==> src/rtl/inst_decode.sv <==
// Instruction fetch/decode stage: fetches one word per decodePulse, decodes the
// RV32 fields and holds them on a valid/ready handshake toward dispatch.
module inst_decode #(
  parameter int         IMEM_LAT_MAX = 16,
  parameter logic [6:0] BNE_OP       = 7'b1100011
) (
  input  logic        clock,
  input  logic        resetN,
  input  logic [31:0] pc,
  input  logic        decodePulse,
  input  logic        pcChange,
  output logic        imemReq,
  output logic [31:0] imemAddr,
  input  logic [31:0] imemData,
  input  logic        imemReady,
  output logic [6:0]  operatorType,
  output logic [2:0]  operatorSubType,
  output logic        operatorFlag,
  output logic [4:0]  rd,
  output logic [4:0]  rs1,
  output logic [4:0]  rs2,
  output logic [31:0] imm,
  output logic        issueValid,
  input  logic        issueReady,
  output logic        busy,
  output logic        illegalInst,
  output logic        fetchError
);

  localparam int CW = $clog2(IMEM_LAT_MAX + 1);
  localparam logic [6:0] OP_R = 7'b0110011;
  localparam logic [6:0] OP_I = 7'b0010011;
  localparam logic [6:0] OP_L = 7'b0000011;
  localparam logic [6:0] OP_S = 7'b0100011;

  typedef enum logic [1:0] {IDLE, FETCH, ISSUE} state_t;

  state_t        state, state_nxt;
  logic [CW-1:0] wait_cnt, wait_cnt_nxt;
  logic          capture, illegal_nxt, ferr_nxt, legal;
  logic [6:0]    opcode;
  logic [31:0]   imm_dec;

  // Combinational decode of the word on the memory bus; only captured on imemReady.
  always_comb begin
    opcode  = imemData[6:0];
    legal   = (opcode == OP_R) || (opcode == OP_I) || (opcode == OP_L) ||
              (opcode == OP_S) || (opcode == BNE_OP);
    imm_dec = '0;
    if (opcode == OP_I || opcode == OP_L)
      imm_dec = {{20{imemData[31]}}, imemData[31:20]};
    else if (opcode == OP_S)
      imm_dec = {{20{imemData[31]}}, imemData[31:25], imemData[11:7]};
    else if (opcode == BNE_OP)
      imm_dec = {{19{imemData[31]}}, imemData[31], imemData[7], imemData[30:25],
                 imemData[11:8], 1'b0};
  end

  always_comb begin
    state_nxt    = state;
    wait_cnt_nxt = wait_cnt;
    capture      = 1'b0;
    illegal_nxt  = 1'b0;
    ferr_nxt     = 1'b0;
    if (pcChange) begin
      state_nxt    = IDLE;
      wait_cnt_nxt = '0;
    end else begin
      case (state)
        IDLE: begin
          wait_cnt_nxt = '0;
          if (decodePulse) state_nxt = FETCH;
        end
        FETCH: begin
          if (imemReady) begin
            capture      = 1'b1;
            wait_cnt_nxt = '0;
            state_nxt    = legal ? ISSUE : IDLE;
            illegal_nxt  = !legal;
          end else if (wait_cnt == CW'(IMEM_LAT_MAX - 1)) begin
            ferr_nxt     = 1'b1;
            wait_cnt_nxt = '0;
            state_nxt    = IDLE;
          end else begin
            wait_cnt_nxt = wait_cnt + 1'b1;
          end
        end
        ISSUE: if (issueReady) state_nxt = IDLE;
        default: state_nxt = IDLE;
      endcase
    end
  end

  always_ff @(posedge clock) begin
    if (!resetN) begin
      state       <= IDLE;
      wait_cnt    <= '0;
      illegalInst <= 1'b0;
      fetchError  <= 1'b0;
    end else begin
      state       <= state_nxt;
      wait_cnt    <= wait_cnt_nxt;
      illegalInst <= illegal_nxt;
      fetchError  <= ferr_nxt;
    end
  end

  always_ff @(posedge clock) begin
    if (!resetN) begin
      imemAddr        <= '0;
      operatorType    <= '0;
      operatorSubType <= '0;
      operatorFlag    <= 1'b0;
      rd              <= '0;
      rs1             <= '0;
      rs2             <= '0;
      imm             <= '0;
    end else begin
      if (state == IDLE && decodePulse && !pcChange) imemAddr <= pc;
      if (capture) begin
        operatorType    <= legal ? opcode : 7'd0;
        operatorSubType <= imemData[14:12];
        operatorFlag    <= imemData[30];
        rd              <= imemData[11:7];
        rs1             <= imemData[19:15];
        rs2             <= imemData[24:20];
        imm             <= imm_dec;
      end
    end
  end

  assign imemReq    = (state == FETCH);
  assign issueValid = (state == ISSUE);
  assign busy       = (state != IDLE);

endmodule

==> config.mk <==
export PLATFORM = sky130hd
export DESIGN_NAME = inst_decode
export DESIGN_NICKNAME = d
export VERILOG_FILES = /design/src/rtl/inst_decode.sv
export SDC_FILE = /design/constraint.sdc
export NUM_CORES = 1
export LEC_CHECK = 0
export ABC_AREA = 1
export CAP_MARGIN = 10
export CORE_ASPECT_RATIO = 0.75
export CORE_MARGIN = 2
export CORE_UTILIZATION = 40
export DETAILED_ROUTE_END_ITERATION = 7
export PLACE_DENSITY = 0.8
export SYNTH_ARGS = -nofsm -noshare
export SYNTH_HDL_FRONTEND = slang
export SYNTH_SLANG_ARGS = --single-unit
==> constraint.sdc <==
create_clock -name clock -period 1.4 [get_ports clock]
set_input_delay 0.21 -clock clock [delete_from_list [all_inputs] [get_ports clock]]
set_output_delay 0.21 -clock clock [all_outputs]
set_load 0.03 [all_outputs]
==> flow_summary.yaml <==
cells_and_area:
  final-seq-area_mm2: 0.00161
  n_antenna_cell: 0
  multiInputGateArea_mm2: 0.00116
  most_common_library_cell_in_the_layout_ignoring_fill_and_taps: "dfxtp_1"
  nNetsFinal: 663
  layout_common_cells: "78 x dfxtp_1, 70 x dlygate4sd2_1, 69 x a21oi_1"
  nFillCells: 717
  syn_to_final_growth_pct: 58.4
  drive_gt1_frac: 0.141
  final_design_area_no_fill_mm2: 0.00511
clock_network:
  clk_pin_slew_worst_paths_ps: 90
  cts_tree: "built"
  number_of_sinks_handled_by_clock_tree_synthesis: 80
  clkLatencyLatePin_ps: 340
  cts_made_buffers: 9
  cts-root-to-sink-buffers: 2
  ctsHoldBuffers: 0
  cts-htree-levels: 3
  post-cts-setup-buffer-count: 0
  cts_root_buffer: "clkbuf_8"
logic_synthesis:
  ys_ff_latch: 80
  synth_largest_type_area_fraction: 0.497
  synthAdderAreaFrac: 0.00388
  synth_sequential_area_ratio: 0.497
  synth_area_mm2: 0.00323
  synthDominantAreaCellType: "dfxtp_1"
  yosys.area_share.xor_xnor: 0.00272
  syn-num-nets: 497
  synth_flop_cell: "dfxtp_1"
  fraction_of_the_mapped_netlist_area_in_compound_gates: 0.177
  syn-instance-count: 426
  async_set_or_reset_flop_fraction_in_the_synthesized_netlist: 0
  synth-edff-count: 0
  yosys-top-cells-area: "dfxtp_1 50%, a21oi_1 11%, nand2_1 7.4%"
  netlist-cell-type-count: 26
  synth_top_family_by_area: "compound AO/OA/AOI/OAI gates"
  yosys_warnings: 0
  syn_avg_cell_area_um2: 7.57
  post_synth_mux_area_share: 0
  synth_simple_gate_area_share: 0.174
worst_setup_path:
  logic_depth_of_the_worst_setup_path_including_buffers: 1
  crit_chain: "dlygate4sd2_1"
  cp.buffers_inverters: 1
  worst_r2r_path_depth: 6
  critical_path.endpoint_type: "output port"
  worstPathRequired_ps: 1190
  critical-path-top-delay-family: "buffers and inverters"
  cp_data_arrival_time_ps: 1130
  critical_path.startpoint_type: "register"
  timing.critical_path.fanout_max: 2
  timing.critical_path.slowest_stage_cell: "dlygate4sd2_1"
  critical-path-max-stage-delay_ps: 420
  timing_worst_setup_path_type: "reg -> out"
grt:
  grt_start_max_net_pins: 62
  grt_overflow_total: 0
  grt_first_pass_wirelength_um: 14700
  gr-usage-all-layers: 0.210
  first_global_vias: 3137
  antenna_violations_before_repair: 0
power:
  switching_share: 0.271
  pwr_density_cell_mw_per_mm2: 965
  vdd.ir_drop.worst_uv: 458
  switchingPower_uw: 1330
  sequentialPowerShare: 0.486
  share_comb_of_total_power: 0.161
  internal_uw: 3600
  leak_pwr_uw: 0.00249
  power.clock.fraction: 0.354
timing:
  setup_total_negative_slack_ps: 0
  final_min_period_over_clock_period: 0.956
  timing_worst_slew_pin_value_ps: 492
  final_hold_fails: 0
  slew_headroom: 0.672
  period_minus_slack_ps: 1340
  final-max-slew-violation-count: 0
  skew_ps: 11.6
  rsz_0062_raised_after_global_routing: "no"
  finalHoldWorstSlack_ps: 259
  highest_achievable_clock_rate_ghz: 0.747
  final-setup-viol-count: 0
worst_hold_path:
  hold-path-cell-count: 3
  hp-class: "in -> reg"
floorplanning:
  die_w_um: 108
  design.die.area_mm2: 0.00881
  floorplan.die.height_um: 81.8
  floorplan.io_pins: 165
  core_area_mm2: 0.00785
  rows: 28
  initial_utilization: 0.411
routing:
  postRouteWirelength_um: 9210
  detail_route.vias_per_cell: 4.67
  remaining_drc_errors: 0
  vias: 3276
  drtPass1Iterations: 4
  drtAntennaViolNets: 0
  routedWlPerCell_um: 13.1
  initialDrtViolationCount: 151
placement:
  place_congestion: 0.857
  dp_hpwl_um: 7070
  port_buffers: 164
  detailed_place.area_mm2: 0.00499
outcome:
  result_of_the_run: "completed"
run:
  max-cap-violations: 0
-- per-stage QoR --
stage / setup slack [ps] / std cells / power, uW / util
after floorplan: 79.7 / 426 / 2840 / -
after global placement: -142 / 686 / 3280 / 0.635
after detailed placement: -255 / 686 / 3300 / 0.635
after CTS: 47.9 / 702 / 4990 / 0.651
after global routing: 9.12 / 702 / 5160 / 0.651
final: 62.1 / 702 / 4930 / 0.651
-- cell type report --
type | instances | area share
clock inverter | 6 | 0.0132
timing repair buffer | 194 | 0.347
sequential | 80 | 0.314
tap | 105 | 0.0257
clock buffer | 10 | 0.0269
multi-input combinational | 245 | 0.226
inverter | 62 | 0.0460
-- final timing paths --
path,end,slack (ps),from
worst max-delay path,operatorType[1],60,operatorType[1]
worst min register to register,operatorType[2],440,operatorType[2]
worst max register to register,imm[8],100,state[1]
worst min-delay path,operatorType[5],260,resetN
-- Yosys cell counts (2+ instances only) --
cell / number
inv_1: 60
nand4_1: 3
nand2_1: 64
o21ai_0: 43
nor2_1: 35
nor2_2: 2
clkbuf_1: 11
a21oi_1: 69
dfxtp_1: 80
buf_2: 5
buf_4: 22
nand3_1: 17
o21ai_1: 2
-- layer usage --
layer | global-route usage | wire [um] | up-vias
met5 | 0 | 0 | -
met4 | 0.0526 | 35 | 0
met3 | 0.0746 | 768 | 4
met2 | 0.366 | 4530 | 115
met1 | 0.249 | 3880 | 1492
li1 | - | - | 1665
-- timing repair --
item | in CTS | in global routing
cloned | 0 | 0
gates resized for setup | 71 | 2
pin swaps | 0 | 0
setup endpoints to repair | 71 | 4
-- power groups by stage --
| stage | Sequential (uW) | Combinational [uW] | Clock [uW] |
|---|---|---|---|
| after floorplan | 2610 | 225 | 0 |
| after global placement | 2450 | 832 | 0 |
| after detailed placement | 2450 | 847 | 0 |
| after CTS | 2400 | 796 | 1800 |
| after global routing | 2410 | 854 | 1900 |
| final | 2390 | 792 | 1740 |
-- cells by family after synthesis --
| group | count (synthesis) |
|---|---|
| AND/OR/NAND/NOR | 129 |
| AO/OA/AOI/OAI | 114 |
| buffers and inverters | 101 |
| flip-flops | 80 |
| XOR/XNOR | 1 |
| adder cells (fa/ha/maj) | 1 |
-- flip-flops by register name, indices dropped and copies added (netlist names), 2 cells and up --
| signal | cells |
|---|---|
| imemAddr | 32 |
| imm | 13 |
| operatorType | 7 |
| rd | 5 |
| rs1 | 5 |
| rs2 | 5 |
| wait_cnt | 5 |
| operatorSubType | 3 |
| state | 2 |
Power figures use the tool's default switching activity.
